--- src/rtl/fdiv_fsqrt_sequencer.sv ---
// fdiv_fsqrt_sequencer: stall/iteration sequencer for the iterative FP divide and square-root path.
//
// Accepts an fdiv/fsqrt issue from FP E1, counts down a per-op iteration count while holding
// the integer and FP pipelines stalled, then pulses done for one cycle with the latched destination.
//
// Ports:
//   clk        clock, all state updates on the rising edge
//   clrn       asynchronous active-low reset
//   start      fdiv/fsqrt present in E1 and issuing this cycle
//   op         0 = fdiv, 1 = fsqrt (sampled with start)
//   ein        E1 issue enable, start is ignored when low
//   fd_in      destination FP register of the issuing op
//   wf_in      write-enable of the issuing op
//   stall      divide/sqrt stall to the FPU and integer unit
//   busy       iteration in progress
//   count_div  remaining fdiv cycles, 0 when not dividing
//   count_sqrt remaining fsqrt cycles, 0 when not in sqrt
//   done       one-cycle completion pulse
//   wn_ds      latched destination register
//   ww_ds      latched write-enable, qualified by done for writeback
//   op_ds      latched op
module fdiv_fsqrt_sequencer #(
    parameter int DIV_CYCLES  = 14,
    parameter int SQRT_CYCLES = 18,
    parameter int CW          = 5
) (
    input  logic          clk,
    input  logic          clrn,
    input  logic          start,
    input  logic          op,
    input  logic          ein,
    input  logic [4:0]    fd_in,
    input  logic          wf_in,
    output logic          stall,
    output logic          busy,
    output logic [CW-1:0] count_div,
    output logic [CW-1:0] count_sqrt,
    output logic          done,
    output logic [4:0]    wn_ds,
    output logic          ww_ds,
    output logic          op_ds
);
    typedef enum logic [1:0] {IDLE, BUSY, DONE} state_t;

    localparam logic [CW-1:0] DIV_LOAD  = CW'(DIV_CYCLES - 1);
    localparam logic [CW-1:0] SQRT_LOAD = CW'(SQRT_CYCLES - 1);

    if (DIV_CYCLES < 2 || SQRT_CYCLES < 2 ||
        DIV_CYCLES > (1 << CW) - 1 || SQRT_CYCLES > (1 << CW) - 1) begin : g_bad_params
        $error("fdiv_fsqrt_sequencer: cycle counts must be >= 2 and fit in CW bits");
    end

    state_t        state_q, state_d;
    logic [CW-1:0] count_q, count_d;
    logic [4:0]    wn_q, wn_d;
    logic          ww_q, ww_d;
    logic          op_q, op_d;
    logic          acc;

    // Accepting in DONE lets a new op issue on the completion cycle with no bubble.
    assign acc = start & ein & (state_q != BUSY);

    always_comb begin
        state_d = state_q;
        count_d = count_q;
        wn_d    = wn_q;
        ww_d    = ww_q;
        op_d    = op_q;
        if (acc) begin
            state_d = BUSY;
            count_d = op ? SQRT_LOAD : DIV_LOAD;
            wn_d    = fd_in;
            ww_d    = wf_in;
            op_d    = op;
        end else begin
            case (state_q)
                BUSY: begin
                    if (count_q <= CW'(1)) begin
                        state_d = DONE;
                        count_d = '0;
                    end else begin
                        count_d = count_q - CW'(1);
                    end
                end
                DONE:    state_d = IDLE;
                default: state_d = IDLE;
            endcase
        end
    end

    always_ff @(posedge clk or negedge clrn) begin
        if (!clrn) begin
            state_q <= IDLE;
            count_q <= '0;
            wn_q    <= '0;
            ww_q    <= 1'b0;
            op_q    <= 1'b0;
        end else begin
            state_q <= state_d;
            count_q <= count_d;
            wn_q    <= wn_d;
            ww_q    <= ww_d;
            op_q    <= op_d;
        end
    end

    // Issuing while stalled is an upstream protocol error; the issue is dropped.
    always_ff @(posedge clk) begin
        if (clrn) begin
            assert (!(start && ein && state_q == BUSY))
            else $warning("fdiv_fsqrt_sequencer: start issued while busy, ignored");
        end
    end

    assign busy       = (state_q == BUSY);
    assign stall      = acc | busy;
    assign done       = (state_q == DONE);
    assign count_div  = (busy && !op_q) ? count_q : '0;
    assign count_sqrt = (busy &&  op_q) ? count_q : '0;
    assign wn_ds      = wn_q;
    assign ww_ds      = ww_q;
    assign op_ds      = op_q;
endmodule

--- config.mk ---
export PLATFORM = sky130hd
export DESIGN_NAME = fdiv_fsqrt_sequencer
export DESIGN_NICKNAME = d
export VERILOG_FILES = /design/src/rtl/fdiv_fsqrt_sequencer.sv
export SDC_FILE = /design/constraint.sdc
export NUM_CORES = 1
export LEC_CHECK = 0
export ABC_AREA = 0
export CORE_MARGIN = 3
export CORE_UTILIZATION = 37
export CTS_CLUSTER_SIZE = 40
export DETAILED_ROUTE_END_ITERATION = 12
export GPL_ROUTABILITY_DRIVEN = 0
export HOLD_SLACK_MARGIN = 0.06
export PLACE_DENSITY_LB_ADDON = 0.2
export SLEW_MARGIN = 20
export SYNTH_ARGS = -nofsm -noshare
export SYNTH_HDL_FRONTEND = slang
export SYNTH_SLANG_ARGS = --single-unit
--- constraint.sdc ---
create_clock -name clk -period 1.3 [get_ports clk]
set_input_delay 0.13 -clock clk [delete_from_list [all_inputs] [get_ports clk]]
set_output_delay 0.13 -clock clk [all_outputs]
set_load 0.005 [all_outputs]
==> results of run 1 <==
[cells by family (layout without fill, tap and decap cells)]
group | after synthesis | in the layout | synth area share, %
multiplexers | 7 | 7 | 10.7
AND/OR/NAND/NOR | 29 | 29 | 20.8
flip-flops | 14 | 14 | 47.4
adder cells (fa/ha/maj) | 2 | 2 | 3.38
buffers and inverters | 6 | 75 | 5.08
AO/OA/AOI/OAI | 14 | 14 | 12.7
[layout make-up]
| class | count | area share, % |
|---|---|---|
| Timing Repair Buffer | 67 | 38.6 |
| Sequential cell | 14 | 22.1 |
| Tap cell | 25 | 1.96 |
| Inverter | 4 | 1.25 |
| Clock buffer | 4 | 2.27 |
| Multi-Input combinational cell | 52 | 33.9 |
[synthesized netlist by cell type]
| cell | count | area, µm² |
|---|---|---|
| o21ai_1 | 1 | 5.00 |
| a21oi_1 | 2 | 10.0 |
| o32ai_1 | 1 | 8.76 |
| nand2_1 | 3 | 11.3 |
| nor3_1 | 4 | 20.0 |
| mux2_2 | 7 | 78.8 |
| a22o_1 | 1 | 8.76 |
| buf_6 | 2 | 22.5 |
| nand4_1 | 1 | 6.26 |
| o21ai_0 | 2 | 10.0 |
| a21oi_2 | 1 | 8.76 |
| or3_1 | 1 | 6.26 |
| and3_1 | 5 | 31.3 |
| nor2_1 | 6 | 22.5 |
| nor2b_1 | 2 | 12.5 |
| dfrtp_1 | 14 | 350 |
| nand3_1 | 1 | 5.00 |
| o22ai_1 | 1 | 6.26 |
| inv_2 | 1 | 3.75 |
| and3_2 | 1 | 7.51 |
| nor2_2 | 1 | 6.26 |
| nand2b_1 | 1 | 6.26 |
| and2_1 | 3 | 18.8 |
| inv_1 | 3 | 11.3 |
| a31oi_1 | 1 | 6.26 |
| o31ai_1 | 1 | 7.51 |
| o211ai_1 | 1 | 7.51 |
| ha_1 | 2 | 25.0 |
| a211oi_1 | 1 | 7.51 |
| o21a_1 | 1 | 7.51 |
[report_power, final]
part / switching [µW] / internal [µW]
Sequential: 236 / 659
Combinational: 1380 / 1870
Clock: 165 / 171
Total: 1790 / 2700
[worst max path at each step]
stage / start / end / slack, ns / cells after the start
final: state_q[1] / count_div[2] / -0.19 / 5
after global routing: state_q[1] / count_div[2] / -0.25 / 5
after CTS: state_q[0] / count_sqrt[1] / -0.20 / 5
after detailed placement: state_q[1] / count_sqrt[1] / -0.22 / 4
after global placement: state_q[1] / count_sqrt[1] / -0.21 / 4
after floorplan: count_q[1] / count_q[4] / -0.02 / 5
[per-layer routing]
| metal | track usage, % | share of wire (%) | vias up |
|---|---|---|---|
| met1 | 27.2 | 37 | 448 |
| met4 | 5.38 | 2.8 | 0 |
| met2 | 37.6 | 54 | 42 |
| met5 | 0 | 0 | - |
| met3 | 5.34 | 6.3 | 18 |
| li1 | - | - | 396 |
[worst max-delay path: stages, from the launching register on]
cell and delay, ns:
dfrtp_1 0.38, nand2b_4 0.17, buf_6 0.13, nor2_4 0.13, and2_1 0.14, buf_2 0.11
[flip-flops by register name, indices dropped and copies added (netlist names)]
signal,cells
state_q,2
count_q,5
ww_ds,1
wn_ds,5
op_ds,1
[through the flow]
stage,cells,power (µW),hold slack (ns)
6_report,166,4490,0.124
5_1_grt,166,4690,0.160
4_1_cts,156,3550,0.145
3_5_place_dp,143,2760,0.458
3_3_place_gp,143,2710,0.456
2_1_floorplan,72,1670,-0.166
[what timing repair did]
item | 4_1_cts | 5_1_grt
resized for setup | 83 | 42
cloned | 0 | 0
pin swaps | 8 | 9
setup endpoints to repair | 26 | 30
setup buffers | 10 | 12
==> results.md, run 1 <==
- Drt initial violations: 27
- Placeable core region: 1800 µm²
- Clock Sinks: 14
- Required @ worst endpoint: 1.17 ns
- Minimum setup slack after placement: -0.215 ns
- Netlist area before placement: 739 µm²
- Type of origin of the critical path: register
- Total CTS buffers: 3
- Drt via density: 5.45
- Total overflow reported by the global router: 0
- Final slew viol count: 0
- R2r worst-path depth: 5
- First-pass GRT wire length: 4240 µm
- Worst min path class: in -> async
- Final critical-path share of the clock period: 115%
- Overall track demand over capacity in global routing: 21.8%
- Measured slew at the worst slew-check pin: 0.308 ns
- Max transition margin: 79.4%
- Crit. End Element: output port
- Antenna violation net count after detailed routing: 0
- Internal reg-to-reg setup slack: -0.17 ns
- Signed area change from the synthesized netlist to the final layout: 116%
- Ports: 31
- Clk pin slew, worst setup/hold paths: 0.10 ns
- Standard cell area after detailed placement: 1190 µm²
- Arrival time at the worst endpoint: 1.36 ns
- Number of maximum-capacitance violations: 0
- Post-synthesis cell count: 72
- Startpoint of the worst-slack reg-to-reg timing path: count_q[3]
- Detail-routed net length per standard cell: between 20 and 25 µm
- Part of the Yosys area used for sequential elements: a little under half
- Count of unique library cells instantiated by Yosys: 30
- Count of H-tree levels built during CTS: 1
- Highest clock rate: 669 MHz
- Footprint of the multi-input gates: 541 µm²
- Width of the chip: around 50 µm
- Post-layout worst setup margin: -0.194 ns
- Synthesized flop and latch total: 14
- Total routed wirelength: 3360 µm
- Fill cell count: 77
- Final Util: 88.6%
- Min Clock Period, post-route: 1.49 ns
- Final setup skew: 0.0157 ns
- Count of antenna diodes in the layout: 0
- Final hold violations: 0
- Fraction of final layout cells with drive strength greater than 1: 64.5%
- Via count of the first global-routing pass: 899
- Number of port buffers: 30
- Result of the run: complete, but fails checks
- Final non-filler cell area: 1600 µm²
- Mean instance size in the synthesized netlist: slightly above 10 µm²
- CTS Root Buffer Type: clkbuf_4
- CTS tree: built
- Pre-antenna DRT Iters: 5
- Failing checks: setup timing
- Worst Path Max Fanout: 3
- Vias: 904
- Y dimension of the die: 50.7 µm
- Total DRC errors in the routed layout: 0
- Leading cell type in the layout, fill and taps excluded: buf_4
- Starting density of the core: 41.0%
- Maximum ir drop on the vdd rail: roughly 2 mV
- Standard-cell row count: 15
- Most frequent cells in the layout: buf_4 (22), buf_6 (20), dfrtp_1 (12)
- Ratio of total power to cell area: between 2000 and 3000 nW/µm²
- Worst setup path category: reg -> out
- Number of antenna violations at the first check in global routing: 0
- Number of warnings reported in the yosys synthesis log: 0
- Hpwl dp: approximately 1500 µm
- Source-to-sink clock delay at the later pin of the worst-skew pair: about 0.3 ns
- Maximum number of pins on one net before global-route repair: 15
- FF/Latch Area: 353 µm²
- Post-layout net count: around 160
- Net Count, Synth: 85
- Leak: 0.000795 µW
- Final setup violation count: 21
- RSZ-0062 raised after global routing: yes
- Area of the die: 2570 µm²
- Number of hold buffers added after cts: 0
- Fin Setup TNS: -2.20 ns
- Number of buffers between clock root and the deepest sink: 2
- Endpoint of the worst register-to-register path: count_q[4]
Power figures use the tool's default switching activity.
==> run 2, diff against run 1 <==
--- a/config.mk
+++ b/config.mk
@@ -7,7 +7,7 @@
 export LEC_CHECK = 0
 export ABC_AREA = 0
 export CORE_MARGIN = 3
-export CORE_UTILIZATION = 37
+export CORE_UTILIZATION = 40
 export CTS_CLUSTER_SIZE = 40
 export DETAILED_ROUTE_END_ITERATION = 12
 export GPL_ROUTABILITY_DRIVEN = 0
==> constraint.sdc (replaced) <==
create_clock -name clk -period 1.6 [get_ports clk]
set_input_delay 0.16 -clock clk [delete_from_list [all_inputs] [get_ports clk]]
set_output_delay 0.16 -clock clk [all_outputs]
set_load 0.005 [all_outputs]
==> run 2 against run 1 <==
  * The flow now finishes without violations
  * Design area shrank 25%
  * Clock skew decreased by 0.0095 ns
  * Critical path depth is the same
  * Sequential power shrank 20%
  * Setup slack improved by 0.25 ns
  * Via count is 20% lower
  * Global-route usage is 2.0 points lower
  * Combinational power fell by 54%
  * First-iteration DRC count fell by 81%
  * Sequential cell count is the same
  * Clock power shrank 24%
  * Sequential share of layout area rose by 7.1 points
  * Critical path type unchanged
  * Critical endpoint is now count_sqrt[2]
  * Largest power group unchanged
  * Highest routed layer unchanged
==> results.md, run 2 (synthesis gave the netlist of run 1 again) <==
- Result of the run: completed
- Total routed wirelength: 2110 µm (-37%)
- Highest clock rate: approximately 650 MHz
- Measured slew at the worst slew-check pin: 0.276 ns (-0.0324 ns)
- Total overflow reported by the global router: 0 (unchanged)
- Most frequent cells in the layout: clkdlybuf4s50_1 (18), dfrtp_1 (13), buf_4 (12)
- Required @ worst endpoint: 1.44 ns (+0.27 ns)
- Number of buffers and inverters on the critical path: 3 (+1)
- Worst setup path category: reg -> out
- Standard-cell row count: 14 (-1)
- Leading cell type in the layout, fill and taps excluded: clkdlybuf4s50_1
- Number of hold buffers added after cts: 0 (unchanged)
- Vias: 727 (-20%)
- Drt via density: 5.16 (-5.3%)
- Slowest CP cell: dfrtp_1
- Sum of internal, switching and leakage power: 2450 µW (-45%)
- Maximum number of pins on one net before global-route repair: 15 (unchanged)
- CTS Root Buffer Type: clkbuf_4
- Final slew viol count: 0 (unchanged)
- Y dimension of the die: 49.0 µm (-3.4%)
- Via count of the first global-routing pass: 801 (-11%)
- Leak: 0.000570 µW (-28%)
- Number of antenna violations at the first check in global routing: 0 (unchanged)
- Ratio of total power to cell area: 2030 nW/µm² (-28%)
- Total CTS buffers: 3 (unchanged)
- Number of maximum-capacitance violations: 0 (unchanged)
- Clock Sinks: 14 (unchanged)
- CTS tree: built
- Clk pin slew, worst setup/hold paths: 0.09 ns (about the same)
- Ports: 31 (unchanged)
- Minimum setup slack after placement: -0.0194 ns (+0.196 ns)
- Type of origin of the critical path: register
- Final critical-path share of the clock period: 96.6%
- Min Clock Period, post-route: ~1.5 ns
- Pre-antenna DRT Iters: 4 (-1)
- Stage delay of the slowest cell on the critical path: 0.39 ns (about the same)
- Hpwl dp: 1510 µm (-2.1%)
- Post-layout worst setup margin: 0.0541 ns (+0.248 ns)
- Crit. End Element: output port
- Final setup skew: 0.00618 ns (-0.00954 ns)
- Number of placed instances with taps included: 131 (-8.4%)
- Post-layout net count: 131 (-15%)
- Signed area change from the synthesized netlist to the final layout: 62.9%
- Detail-routed net length per standard cell: 15.0 µm (-26%)
- Critical Path, Cell by Cell: nand2b_4 -> inv_4 -> buf_4 -> and3_1 -> clkdlybuf4s15_1
- Final hold violations: 0 (unchanged)
- Number of port buffers: 30 (unchanged)
- Placeable core region: 1610 µm² (-11%)
- Count of H-tree levels built during CTS: 1 (unchanged)
- Antenna violation net count after detailed routing: 0 (unchanged)
- Worst min path class: in -> async
- Cell family with the largest share of critical-path delay: flip-flops
- Arrival time at the worst endpoint: 1.39 ns (+0.03 ns)
- RSZ-0062 raised after global routing: yes
- Number of buffers between clock root and the deepest sink: 2 (unchanged)
- Final Instance Count excl. Fillers: 141 (-15%)
- Source-to-sink clock delay at the later pin of the worst-skew pair: 0.28 ns (-0.02 ns)
- Final setup violation count: 0 (-100%)
- Maximum ir drop on the vdd rail: 1.24 mV (-39%)
- Final Util: 74.8% (-14 points)
- Total DRC errors in the routed layout: 0 (unchanged)
- Worst Path Max Fanout: 4 (+1)
- Count of antenna diodes in the layout: 0 (unchanged)
- Starting density of the core: 45.9% (+4.8 points)
- Width of the chip: 49.0 µm (-3.4%)
- Final hold slack: 0.183 ns (+0.0593 ns)
- Fraction of final layout cells with drive strength greater than 1: 33.3% (-31 points)
- First-pass GRT wire length: 3800 µm (-10%)
- Max transition margin: 81.5% (+2.1 points)
- Drt initial violations: 5 (-81%)
- Area of the die: 2400 µm² (-6.6%)
- Overall track demand over capacity in global routing: 19.9% (-2.0 points)
run 2: metrics by stage:
stage,setup TNS (ns),cell area [µm²]
6_report,0,1200
5_1_grt,-0.000326,1200
4_1_cts,0,1210
3_5_place_dp,-0.0381,1100
3_3_place_gp,0,1100
2_1_floorplan,0,739
run 2: final cells by class:
class / count / area [µm²]
well taps: 24 / 30.0
repair buffers: 43 / 365
flip-flops and latches: 14 / 352
multi-input cells: 52 / 404
inverters: 4 / 17.5
clock buffers: 4 / 36.3
fillers: 126 / 407
run 2: power breakdown:
part	switching (µW)	internal, µW
registers	185	533
logic	625	853
clock network	115	138
total	926	1520
run 2: path summary, 6_finish.rpt:
check | slack [ns] | to | startpoint | cells past startpoint
min | 0.18 | count_q[3] | clrn | 2
min reg2reg | 0.52 | wn_ds[4] | wn_ds[4] | 1
min in group clk | 0.50 | wn_ds[4] | fd_in[4] | 2
max | 0.05 | count_sqrt[2] | state_q[1] | 5
max reg2reg | 0.08 | wn_ds[3] | state_q[0] | 7
max in group asynchronous | 1.24 | op_ds | clrn | 2
run 2: routing by layer:
layer / track usage, % / share of wire (%) / up-vias
met4: 6.64 / 1.2 / 0
li1: - / - / 347
met3: 2.45 / 4.6 / 4
met5: 0 / 0 / -
met1: 25.8 / 44 / 352
met2: 33.9 / 50 / 24
run 2: repair_timing:
item	CTS	global route
gates resized for setup	34	9
setup endpoints to repair	18	8
buffers inserted	6	1
pin swaps	1	1
==> run 3, diff against run 2 <==
--- a/config.mk
+++ b/config.mk
@@ -12,6 +12,7 @@
 export DETAILED_ROUTE_END_ITERATION = 12
 export GPL_ROUTABILITY_DRIVEN = 0
 export HOLD_SLACK_MARGIN = 0.06
+export MAX_ROUTING_LAYER = met4
 export PLACE_DENSITY_LB_ADDON = 0.2
 export SLEW_MARGIN = 20
 export SYNTH_ARGS = -nofsm -noshare
==> results of run 3 <==
No change in the layout: final DEF, timing and power equal those of run 2.
Among the figures that moved: overall routing resource usage 19.9% -> 20.4%
